===== src/rtl/pulse_pkg.sv =====
// rtl/pulse_pkg.sv - shared types and helpers for the pulse_gen / pulse_stretch family
// Contents:
//   pstate_e : stretcher FSM state (IDLE, STRETCH, GUARD)
//   max2     : elaboration-time maximum of two integers, used for counter sizing
package pulse_pkg;

  typedef enum logic [1:0] {
    IDLE    = 2'd0,
    STRETCH = 2'd1,
    GUARD   = 2'd2
  } pstate_e;

  function automatic int max2(input int a, input int b);
    return (a > b) ? a : b;
  endfunction

endpackage


===== src/rtl/pulse_timer.sv =====
// rtl/pulse_timer.sv - loadable down-counter that saturates at zero
// Ports:
//   clk      : clock, rising edge
//   rst      : synchronous active-high reset, clears the count to 0
//   load     : load load_val this cycle (wins over dec)
//   load_val : value to load
//   dec      : decrement by one when the count is non-zero
//   zero     : count is zero (decoded from the register)
module pulse_timer #(
  parameter int W = 2
) (
  input  logic         clk,
  input  logic         rst,
  input  logic         load,
  input  logic [W-1:0] load_val,
  input  logic         dec,
  output logic         zero
);

  logic [W-1:0] tmr_q, tmr_d;

  always_comb begin
    tmr_d = tmr_q;
    if (load) begin
      tmr_d = load_val;
    end else if (dec && (tmr_q != '0)) begin
      tmr_d = tmr_q - W'(1);
    end
  end

  always_ff @(posedge clk) begin
    if (rst) begin
      tmr_q <= '0;
    end else begin
      tmr_q <= tmr_d;
    end
  end

  assign zero = (tmr_q == '0);

endmodule


===== src/rtl/pulse_stretch.sv =====
// rtl/pulse_stretch.sv - stretches one-cycle strobes into fixed-width, spaced level windows
// Ports:
//   clk        : clock, rising edge
//   rst        : synchronous active-high reset
//   pulse_sig  : input strobe, sampled every edge
//   clr_missed : clears the sticky missed flag
//   level_sig  : high while stretching (decoded from registered state)
//   busy       : high whenever the FSM is not idle
//   missed     : sticky, set when a pulse is rejected
//   pulse_cnt  : count of accepted pulses, wraps modulo 2^CNT_W
module pulse_stretch
  import pulse_pkg::*;
#(
  parameter int WIDTH  = 4,
  parameter int GAP    = 2,
  parameter int RETRIG = 0,
  parameter int CNT_W  = 8
) (
  input  logic             clk,
  input  logic             rst,
  input  logic             pulse_sig,
  input  logic             clr_missed,
  output logic             level_sig,
  output logic             busy,
  output logic             missed,
  output logic [CNT_W-1:0] pulse_cnt
);

  if ((WIDTH < 1) || (GAP < 0) || (CNT_W < 1)) begin : g_bad_params
    $error("pulse_stretch: illegal parameter set");
  end

  localparam int TMR_W = $clog2(max2(WIDTH, GAP) + 1);

  // The timer counts the remaining cycles of the current phase, so a phase of
  // N cycles is loaded with N-1. GAP_RELOAD is only used when GAP > 0.
  localparam logic [TMR_W-1:0] WIDTH_RELOAD = TMR_W'(WIDTH - 1);
  localparam logic [TMR_W-1:0] GAP_RELOAD   = TMR_W'((GAP > 0) ? (GAP - 1) : 0);

  pstate_e          state_q, state_d;
  logic [CNT_W-1:0] cnt_q, cnt_d;
  logic             missed_q, missed_d;
  logic             missed_set;

  logic             tmr_load;
  logic [TMR_W-1:0] tmr_load_val;
  logic             tmr_dec;
  logic             tmr_zero;

  pulse_timer #(
    .W(TMR_W)
  ) u_timer (
    .clk      (clk),
    .rst      (rst),
    .load     (tmr_load),
    .load_val (tmr_load_val),
    .dec      (tmr_dec),
    .zero     (tmr_zero)
  );

  always_comb begin
    state_d      = state_q;
    cnt_d        = cnt_q;
    missed_set   = 1'b0;
    tmr_load     = 1'b0;
    tmr_load_val = WIDTH_RELOAD;
    tmr_dec      = 1'b0;

    case (state_q)
      IDLE: begin
        if (pulse_sig) begin
          state_d  = STRETCH;
          tmr_load = 1'b1;
          cnt_d    = cnt_q + CNT_W'(1);
        end
      end

      STRETCH: begin
        if (pulse_sig && (RETRIG != 0)) begin
          // Reload beats expiry, so a pulse in the last cycle still extends.
          tmr_load = 1'b1;
          cnt_d    = cnt_q + CNT_W'(1);
        end else begin
          missed_set = pulse_sig;
          if (tmr_zero) begin
            if (GAP == 0) begin
              state_d = IDLE;
            end else begin
              state_d      = GUARD;
              tmr_load     = 1'b1;
              tmr_load_val = GAP_RELOAD;
            end
          end else begin
            tmr_dec = 1'b1;
          end
        end
      end

      GUARD: begin
        missed_set = pulse_sig;
        if (tmr_zero) begin
          state_d = IDLE;
        end else begin
          tmr_dec = 1'b1;
        end
      end

      default: begin
        state_d = IDLE;
      end
    endcase

    // A rejection in the same cycle as a clear must not be lost.
    if (missed_set) begin
      missed_d = 1'b1;
    end else if (clr_missed) begin
      missed_d = 1'b0;
    end else begin
      missed_d = missed_q;
    end
  end

  always_ff @(posedge clk) begin
    if (rst) begin
      state_q  <= IDLE;
      cnt_q    <= '0;
      missed_q <= 1'b0;
    end else begin
      state_q  <= state_d;
      cnt_q    <= cnt_d;
      missed_q <= missed_d;
    end
  end

  assign level_sig = (state_q == STRETCH);
  assign busy      = (state_q != IDLE);
  assign missed    = missed_q;
  assign pulse_cnt = cnt_q;

endmodule


===== config.mk =====
export PLATFORM = sky130hd
export DESIGN_NAME = pulse_stretch
export DESIGN_NICKNAME = d
export VERILOG_FILES = /design/src/rtl/pulse_pkg.sv /design/src/rtl/pulse_timer.sv /design/src/rtl/pulse_stretch.sv
export SDC_FILE = /design/constraint.sdc
export NUM_CORES = 1
export LEC_CHECK = 0
export CORE_ASPECT_RATIO = 1.25
export CORE_MARGIN = 5
export CORE_UTILIZATION = 45
export DETAILED_ROUTE_END_ITERATION = 8
export DONT_BUFFER_PORTS = 1
export SYNTH_ARGS = -nofsm -noshare
export SYNTH_HDL_FRONTEND = slang
export SYNTH_HIERARCHICAL = 1
export SYNTH_SLANG_ARGS = --single-unit

===== constraint.sdc =====
create_clock -name clk -period 2.4 [get_ports clk]
set_input_delay 0.72 -clock clk [delete_from_list [all_inputs] [get_ports clk]]
set_output_delay 0.72 -clock clk [all_outputs]
set_load 0.01 [all_outputs]

After elaboration in Yosys (flattened, before gate mapping)

Index checks and enable logic that the tools add are counted.

Flip-flop bits (word level): 14
Bits of input ports: 4
Word-level logic and storage cells: 37

Add/sub/neg operators: 2
Eq/ne operators: 5
Muxes and demuxes: 16
Reductions and logical operators: 10

Operators by type and width:

| kind                                                  | count |
|---|---|
| 2-to-1 mux 2 bit                                      | 5 |
| adder 8 x 1 -> 8 bit, second input constant           | 1 |
| 2-to-1 mux 1 bit                                      | 7 |
| 2-to-1 mux 3 bit                                      | 2 |
| one-hot mux 2 bit (3 select lines)                    | 1 |
| nonzero test 2 bit                                    | 3 |
| inequality test 2 bit, second input constant          | 2 |
| logical NOT 3 bit                                     | 1 |
| AND reduction 3 bit                                   | 1 |
| nonzero test 3 bit                                    | 1 |
| subtractor 3 x 1 -> 3 bit, second input constant      | 1 |
| == test 2 x 1 -> 1 bit, second input constant         | 1 |
| == test 2 bit, second input constant                  | 1 |
| logical NOT 2 bit                                     | 1 |
| inequality test 2 x 1 -> 1 bit, second input constant | 1 |
| one-hot mux 1 bit (2 select lines)                    | 1 |
| AND reduction 2 bit                                   | 1 |
| OR reduction 2 bit                                    | 1 |
| logical AND 1 bit                                     | 1 |

Logic depth before layout (Yosys ltp)

Word-level depth: 6
Depth in mapped cells: 7
Depth with buffers taken out: 7

Cells and area by module

Netlist, hierarchy kept.

By module, submodules not included:

| module        | instances | cells each | area each (um2) | sequential area each (um2) |
|---|---|---|---|---|
| pulse_stretch | 1         | 71         | 586.8           | 220.2 |
| pulse_timer   | 1         | 21         | 182.7           | 60.1 |

Worst setup path after synthesis

Ideal clock, no wire load.

Path kind: register -> register
Start point: register u_timer.tmr_q[0]
End point: register u_timer.tmr_q[1]
Arrival: 1642 ps
Data required time: 2326 ps
Path slack: 683 ps
Cell stages (with the launch flop): 8
Period minus slack after synthesis: 1717 ps
Path through: dfxtp_1 -> inv_1 -> ha_1 -> ha_1 -> a21oi_1 -> o21ai_0 -> or3_1 -> a31oi_1

Elaborated cells on any way between the ends: 13
Classes of those cells: add/sub: 1; mux: 8; reduce/logical: 4

RTL lines:

| element                                                       | RTL line            | RTL |
|---|---|---|
| from (decl)                                                   | pulse_timer.sv:20   | `logic [W-1:0] tmr_q, tmr_d;` |
| from (signal assigned)                                        | pulse_timer.sv:35   | `tmr_q <= tmr_d;` |
| logical NOT 3 bit *                                           | pulse_timer.sv:39   | `assign zero = (tmr_q == '0);` |
| via tmr_zero                                                  | pulse_stretch.sv:48 | `logic tmr_zero;` |
| 2-to-1 mux 1 bit *                                            | pulse_stretch.sv:85 | `if (tmr_zero) begin` |
| one-hot mux 1 bit (2 select lines) *                          | pulse_stretch.sv:69 | `case (state_q)` |
| via tmr_load                                                  | pulse_stretch.sv:45 | `logic tmr_load;` |
| 2-to-1 mux 3 bit / nonzero test 2 bit (equally long branches) | -                   |  |

Mark *: on every way through the listed nets, which the timed path passes. The rest lies on a longest branch. The select of a mux whose other input is x is not followed.
A chain may end at the register's enable or synchronous reset.

Final worst setup path

Start point: register state_q[0]
End point: output busy

Word-level cells in the longest chain between the ends: 1

RTL lines:

| element                | RTL line             | RTL |
|---|---|---|
| from (decl)            | pulse_stretch.sv:40  | `pstate_e state_q, state_d;` |
| from (signal assigned) | pulse_stretch.sv:129 | `state_q <= state_d;` |
| nonzero test 2 bit     | pulse_stretch.sv:136 | `assign busy = (state_q != IDLE);` |
| to (decl)              | pulse_stretch.sv:24  | `output logic busy,` |

No other way between the ends.

==> run summary <==
Routed Antenna Nets - 0
Tot GR Track Use - 0.130
Lkg Pwr - 0.313 nW
Placed cells - 109
Routed wire length - 1440 µm
Initial Util - 0.480
Slew HR - 0.564
Final-report hold violation count - 0
Worst Max-Slew Pin Slew - 0.647 ns
Fin crit share - 0.797
Router iterations before antenna repair - 4
Placer Congestion - 0.791
Hold Crit Class - reg2reg
R2r setup slk - 0.49 ns
Fin nets - 108
Hold endpoint - state_q[1]
Io pins - 15
Setup Skew - 0.00211 ns
Filler instances - 161
Kind of critical path - reg2out
CTS resizes - 0
Hold_ws - 0.492 ns
Setup ws final - 0.487 ns
Netlist cell types - 26
Vias in the first global route - 614
Mapped cell area - 769 µm²
Commonest non-fill, non-tap cell in the layout - dfxtp_1
FMAX - 0.523 GHz
DRC - 0
Cts bufs inserted - 3
CTS Buffer Depth - 2
Skew-Pair Late Insertion Delay - 0.26 ns
VDD IR-drop max - 0.540 mV
Multi-input gate area - 452 µm²
Die height - 56.2 µm
GRT overflow - 0
Root Buffer Master - clkbuf_4
Reg2Reg Depth - 7
Critical Path AT - 1.19 ns
Startpoint class of the critical path - register
Worst r2r src - u_timer/tmr_q[0]
Seq. cell area - 280 µm²
Synthesized area per cell - 8.36 µm²
First-pass GRT wire length - 2570 µm
Initial antenna violation count - 0
TNS Setup - 0 ns
Placed cell area - 788 µm²
Final HPWL DP - 1080 µm
Via Count - 630
H-Tree Depth - 1
Max-cap viol count - 0
# rows - 16
Post-CTS Setup Bufs - 0
Total power - 0.834 mW
Total Die Area - 2640 µm²
Register bit total from synthesis - 14
CTS clk-pin slew, worst paths - 0.08 ns
Antenna cells - 0
P&R area growth vs syn - 5.37%
Power per Cell Area - 1030 nW/µm²
Final min period - 1.91 ns
Worst path required time - 1.68 ns
Placeable core region - 1600 µm²
Post-placement setup slack - 0.504 ns
Max-slew violations - 0
Post-CTS Hold Buffers - 0
CTS tree - built
Post-Syn Nets - 104
Sequential area share after synthesis - 0.364
Post-DR wirelength/cell - 12.9 µm
Die width - 47.0 µm
Hold_sp - state_q[1]
Yosys Warn Count - 6
End of the worst register-to-register path - u_timer/tmr_q[2]
Outcome - completed
Clock tree sinks - 14
Hold-critical path depth - 2
CP max FO - 7
Largest net degree at the start of global routing - 15
Violation count after the first detailed-route iteration - 8
Non-Filler Instances - 112
Most frequent cells in the layout - dfxtp_1, a21oi_1, inv_1, ha_1
CP endpoint kind - output port
Share of layout cells above drive strength 1 - 0.0638
DR vias/cell - 5.63
Synthesized instance count - 92
Final instance area - 811 µm²
Port Buf Inserts - 0
Fin util - 0.506
Endpoints failing setup - 0
RSZ-0062 raised after global routing - no
worst max-delay path by stage:
stage / startpoint / to / slack, ns / cells past startpoint
floorplan: u_timer/tmr_q[0] / u_timer/tmr_q[1] / 0.68 / 7
global placement: state_q[0] / u_timer/tmr_q[1] / 0.57 / 6
detailed placement: u_timer/tmr_q[0] / u_timer/tmr_q[1] / 0.50 / 7
CTS: state_q[0] / busy / 0.47 / 3
global route: u_timer/tmr_q[0] / u_timer/tmr_q[1] / 0.30 / 7
finish: state_q[0] / busy / 0.49 / 3
layout make-up:
cell class	instances	share of cell area
Multi-Input combinational cell	68	0.557
Sequential cell	14	0.346
Inverter	9	0.0417
Clock buffer	3	0.0278
Tap cell	18	0.0278
layer usage:
metal  track usage  up-vias  part of all wire  wire (µm)
li1              -      322                 -          -
met1         0.163      288              0.41        596
met2         0.202       18              0.49        704
met3        0.0291        2             0.083        119
met4        0.0593        0             0.014         20
met5             0        -                 0          0
logic make-up (layout without fill, tap and decap cells):
group           after synthesis  after routing  synth area share
compound gates               24             24             0.176
buf+inv                      10             12            0.0488
other cells                   2              2           0.00976
flops                        14             14             0.364
fa+ha+maj                     8              8             0.130
simple gates                 31             31             0.237
xor+xnor                      3              3            0.0342
state kept, by name (all words and copies together) (netlist names):
name           count
u_timer/tmr_q      3
state_q            2
pulse_cnt          8
missed             1
synthesized netlist by cell type (all sizes together):
cell type / n / area share
o21ai: 7 / 0.046
dfxtp: 14 / 0.36
nand2: 7 / 0.034
nand3: 6 / 0.039
xnor2: 2 / 0.023
nor2b: 1 / 0.0081
o21bai: 1 / 0.0098
a21oi: 11 / 0.072
ha: 8 / 0.13
o31ai: 1 / 0.0098
nand3b: 2 / 0.020
clkbuf: 1 / 0.0049
inv: 9 / 0.044
o21ba: 1 / 0.013
nor2: 2 / 0.0098
or3: 6 / 0.049
nand2b: 3 / 0.034
or4: 1 / 0.0098
conb: 2 / 0.0098
nand4: 2 / 0.024
o21a: 1 / 0.0098
and2b: 1 / 0.0098
xor2: 1 / 0.011
a31oi: 2 / 0.016
power by group:
part	total [mW]	internal, mW	switching, mW	leakage (nW)
clock	0.126	0.0579	0.0684	0.0138
combinational	0.376	0.167	0.209	0.185
sequential	0.332	0.282	0.0494	0.114
critical path, cell delays in order, from the launching register on:
cell     delay [ns]
dfxtp_1        0.39
inv_1          0.10
ha_1           0.29
inv_1          0.15
(Power assumes the default switching activity.)
==> edit 1 (same settings) <==
Reset style: asynchronous (`rst`), changed in 2 clocked blocks. Comments in the files are not updated.
--- a/src/rtl/pulse_timer.sv
+++ b/src/rtl/pulse_timer.sv
@@ -28,7 +28,7 @@
     end
   end
 
-  always_ff @(posedge clk) begin
+  always_ff @(posedge clk or posedge rst) begin
     if (rst) begin
       tmr_q <= '0;
     end else begin
--- a/src/rtl/pulse_stretch.sv
+++ b/src/rtl/pulse_stretch.sv
@@ -120,7 +120,7 @@
     end
   end
 
-  always_ff @(posedge clk) begin
+  always_ff @(posedge clk or posedge rst) begin
     if (rst) begin
       state_q  <= IDLE;
       cnt_q    <= '0;
Check against the original RTL: differs if rst is asserted again (counterexample within 4 cycles, from zero or initial values and one cycle with rst high); with rst held inactive, the same outputs for 10 cycles.
==> edit 1 against the unedited design <==
Final area grew 6.2%. Synthesized area rose by 3.6%. Critical path depth up 4. Highest routed layer unchanged. Count of clock-buffer cells in the layout increased by 1. Clock power rose by 37%. Global-route usage increased by 1.2 points. Total power rose by 42%. Non-clock buffer count is 2 higher. Setup slack got worse by 150 ps. Wire length rose by 2.6%. Synthesized cell count fell by 18%. Die area grew 2.9%. Sequential cell count unchanged. Largest cell class unchanged. Critical endpoint is now u_timer/tmr_q[2]$_DFFE_PP0P_.
==> edit 1: results <==
[run_status]
outcome = "complete, no violations"

[yosys]
yosysWarnings = 6
synth_common_cells = "14 x dfrtp_1, 9 x inv_1, 8 x ha_1"
synth-compound-area-share_pct = 6.44
ys_types = 23
synthArstFlopShare_pct = 100
yosys-top-cells-area = "dfrtp_1 44%, ha_1 13%, xnor2_1 5.5%"
synthXorXnorAreaFrac_pct = 7.69
postSynthAreaPerCell_um2 = 10.6
synth_nets = 87
synthMuxAreaShare_pct = 4.24
synthAdderAreaFrac_pct = 12.6
synth_seq_area_share_pct = 44.0

[place]
pre_cts_ws_ps = 372
finalWeightedCongestion = 0.783
dp_cells = 95
dpl.hpwl_um = 1170
placed_area_um2 = 825

[cells_and_area]
final_layout_size_suffix_gt1_share_pct = 16.3
largest_register_ffs = 8
fillCellCount = 155
nets = 93
antenna_cells = 0

[global_route]
antenna_found_initial = 0
grt_max_degree = 12
grt_pass1_wl_um = 2740
grt_use_total_pct = 14.2
grt_pass1_vias = 602

[critical_path]
reg2regPathDepth = 7
reg2reg_slack_ps = 340
critPathMaxStageDelay_ps = 430
path_delay_family = "compound AO/OA/AOI/OAI gates"
worstReg2RegStart = "state_q[0]$_DFFE_PP0P_"
cpMaxStageDelayCell = "dfrtp_1"
critPathMaxFanout = 6
r2r_end = "u_timer/tmr_q[2]$_DFFE_PP0P_"

[power]
peakVddDrop_v = 0.000595
p_switching_w = 0.000476
p_leak_nw = 0.411

[routing]
drt_iter0_markers = 10
drt_wl_total_um = 1480
routedWlPerCell_um = 14.9
drt-vias-per-instance = 5.25

[clock_network]
root_buffer = "clkbuf_4"
post_cts_buffers = 0
cts-buffers-inserted = 3
cts_resized = 0
clk_latency_ps = 280

[timing]
clock-skew-final_ps = 9.89
whs_ps = 176

[hold_path]
min-delay-path-class = "primary input to asynchronous set/reset pin"
edit 1: cell count changes in the layout (fill, tap and decap cells not counted), moves of 5 or more:
cell	change
dfrtp_1	+14
dfxtp_1	-14
a21oi_1	-10
or3_1	-6
o21ai_0	-5
edit 1: worst max path at each step:
stage / start / end / slack (ps) / cells past startpoint
after global placement: state_q[0]$_DFFE_PP0P_ / u_timer/tmr_q[2]$_DFFE_PP0P_ / 460 / 7
after CTS: state_q[0]$_DFFE_PP0P_ / u_timer/tmr_q[2]$_DFFE_PP0P_ / 350 / 7
final: state_q[0]$_DFFE_PP0P_ / u_timer/tmr_q[2]$_DFFE_PP0P_ / 340 / 7
after floorplan: u_timer/tmr_q[0]$_DFFE_PP0P_ / u_timer/tmr_q[0]$_DFFE_PP0P_ / 570 / 8
after detailed placement: state_q[0]$_DFFE_PP0P_ / u_timer/tmr_q[2]$_DFFE_PP0P_ / 370 / 7
after global routing: u_timer/tmr_q[0]$_DFFE_PP0P_ / u_timer/tmr_q[0]$_DFFE_PP0P_ / 140 / 9
edit 1: layout make-up:
cell class | count | area (µm²) | share of cell area [%]
multi-input cells | 51 | 402 | 46.7
flip-flops and latches | 14 | 350 | 40.7
clock buffers | 4 | 36.3 | 4.22
inverters | 9 | 33.8 | 3.92
well taps | 19 | 23.8 | 2.76
repair buffers | 2 | 15.0 | 1.74
edit 1: power groups by stage:
stage	sequential, W	combinational, W	clock, W
final	0.000458	0.000555	0.000173
after global routing	0.000475	0.000648	0.000198
after CTS	0.000462	0.000563	0.000182
after detailed placement	0.000465	0.000561	0
after global placement	0.000464	0.000540	0
after floorplan	0.000436	0.000461	0
edit 1: metal layers:
metal | wire (µm) | GRT usage [%]
met1 | 627 | 15.6
met4 | 17 | 8.08
met5 | 0 | 0
met2 | 797 | 23.6
met3 | 36 | 3.47
==> edit 2 (same flow settings) <==
Made on the original files. Set the parameter `GAP` to 4 (it was 2).
--- a/src/rtl/pulse_stretch.sv
+++ b/src/rtl/pulse_stretch.sv
@@ -12,7 +12,7 @@
   import pulse_pkg::*;
 #(
   parameter int WIDTH  = 4,
-  parameter int GAP    = 2,
+  parameter int GAP    = 4,
   parameter int RETRIG = 0,
   parameter int CNT_W  = 8
 ) (
Formal check against the unedited RTL: not equivalent (a bounded check fails within 10 cycles, from zero or initial values and one cycle with rst high).
==> edit 2 against the unedited design <==
Combinational power is 2% lower. Setup slack better by 13 ps. Sequential share of layout area is 0.37 points lower. Final area is 1.1% higher. Synthesized area is 0.65% higher. Wire length is 3.6% higher. Sequential cell count stayed put. Total power is 1.3% lower. Critical path depth is 4 higher. Utilization is 0.55 points higher.
==> edit 2: results <==
[run_status]
outcome = "complete, no violations"

[clock_network]
cts_buffer_depth = 2
clk_latency_ps = 270
ctsHoldBuffers = 0
post_cts_buffers = 0
root_buffer = "clkbuf_4"
cts-buffers-inserted = 3
cts_resized = 0
clk_pin_slew_worst_paths_ps = 80
h-tree-depth = 1

[global_route]
grt.met2_usage_pct = 20.2
antenna_found_initial = 0
grt_max_degree = 16
grt_pass1_wl_um = 2500
use_met1_pct = 14.3
grt_use_total_pct = 12.8
use_met3_pct = 3.83
grt_pass1_vias = 599

[routing]
drt_pass1_iterations = 4
routedWlPerCell_um = 13.3
wl_met2_um = 763
dr_wl_met3_um = 100
drt_iter0_markers = 5
vias = 632
wl_met1_um = 597
drt_wl_total_um = 1490
top_layer = "met4"

[yosys]
synthXorXnorAreaFrac_pct = 3.39
synth_common_cells = "14 x dfxtp_1, 10 x a21oi_1, 8 x ha_1"
synth-compound-area-share_pct = 16.5
synthAdderAreaFrac_pct = 12.9
synthArstFlopShare_pct = 0
synth_seq_area_share_pct = 36.2
ys_types = 28
synthMuxAreaShare_pct = 1.45
yosysWarnings = 6
postSynthAreaPerCell_um2 = 8.51
yosys-top-cells-area = "dfxtp_1 36%, ha_1 13%, a21oi_1 6.5%"

[place]
placed_area_um2 = 797
finalWeightedCongestion = 0.846
pre_cts_ws_ps = 511
io_buffers = 0
dpl.hpwl_um = 1140

[power]
power_frac_comb_pct = 44.9
pg_clk_w = 0.000126
peakVddDrop_v = 0.000536
p_leak_nw = 0.323
p_int_w = 0.000501
p_switching_w = 0.000323

[cells_and_area]
final_layout_size_suffix_gt1_share_pct = 7.45
nets = 108
antenna_cells = 0
largest_register_ffs = 8

[critical_path]
crit_arrival_ps = 2100
critPathMaxFanout = 8

[timing]
setup_tns_ps = 0
clock-skew-final_ps = 4.87
max_slew_margin_pct = 55.0

[hold_path]
min-delay-path-class = "primary input to flop"
edit 2: worst paths after layout:
kind	startpoint	to	slack, ps	depth (start not counted)
worst max-delay path	u_timer/tmr_q[0]$_SDFFE_PP0P_	u_timer/tmr_q[2]$_SDFFE_PP0P_	500	7
worst min-delay path	rst	pulse_cnt[5]$_SDFFE_PP0P_	510	1
worst max register to register	u_timer/tmr_q[0]$_SDFFE_PP0P_	u_timer/tmr_q[2]$_SDFFE_PP0P_	500	7
worst min register to register	state_q[1]$_SDFFE_PP0P_	state_q[1]$_SDFFE_PP0P_	510	2
edit 2: layout make-up:
type | count | area (µm²)
inverters | 7 | 26.3
fillers | 145 | 782
well taps | 18 | 22.5
multi-input cells | 70 | 468
clock buffers | 3 | 22.5
flip-flops and latches | 14 | 280
edit 2: worst max-delay path, cell delays in order, from the launching register on:
cell and delay (ps):
dfxtp_1 340, inv_1 60, ha_1 190, ha_1 250, a21oi_1 140, o21ai_0 240, or3_1 440, a31oi_1 160
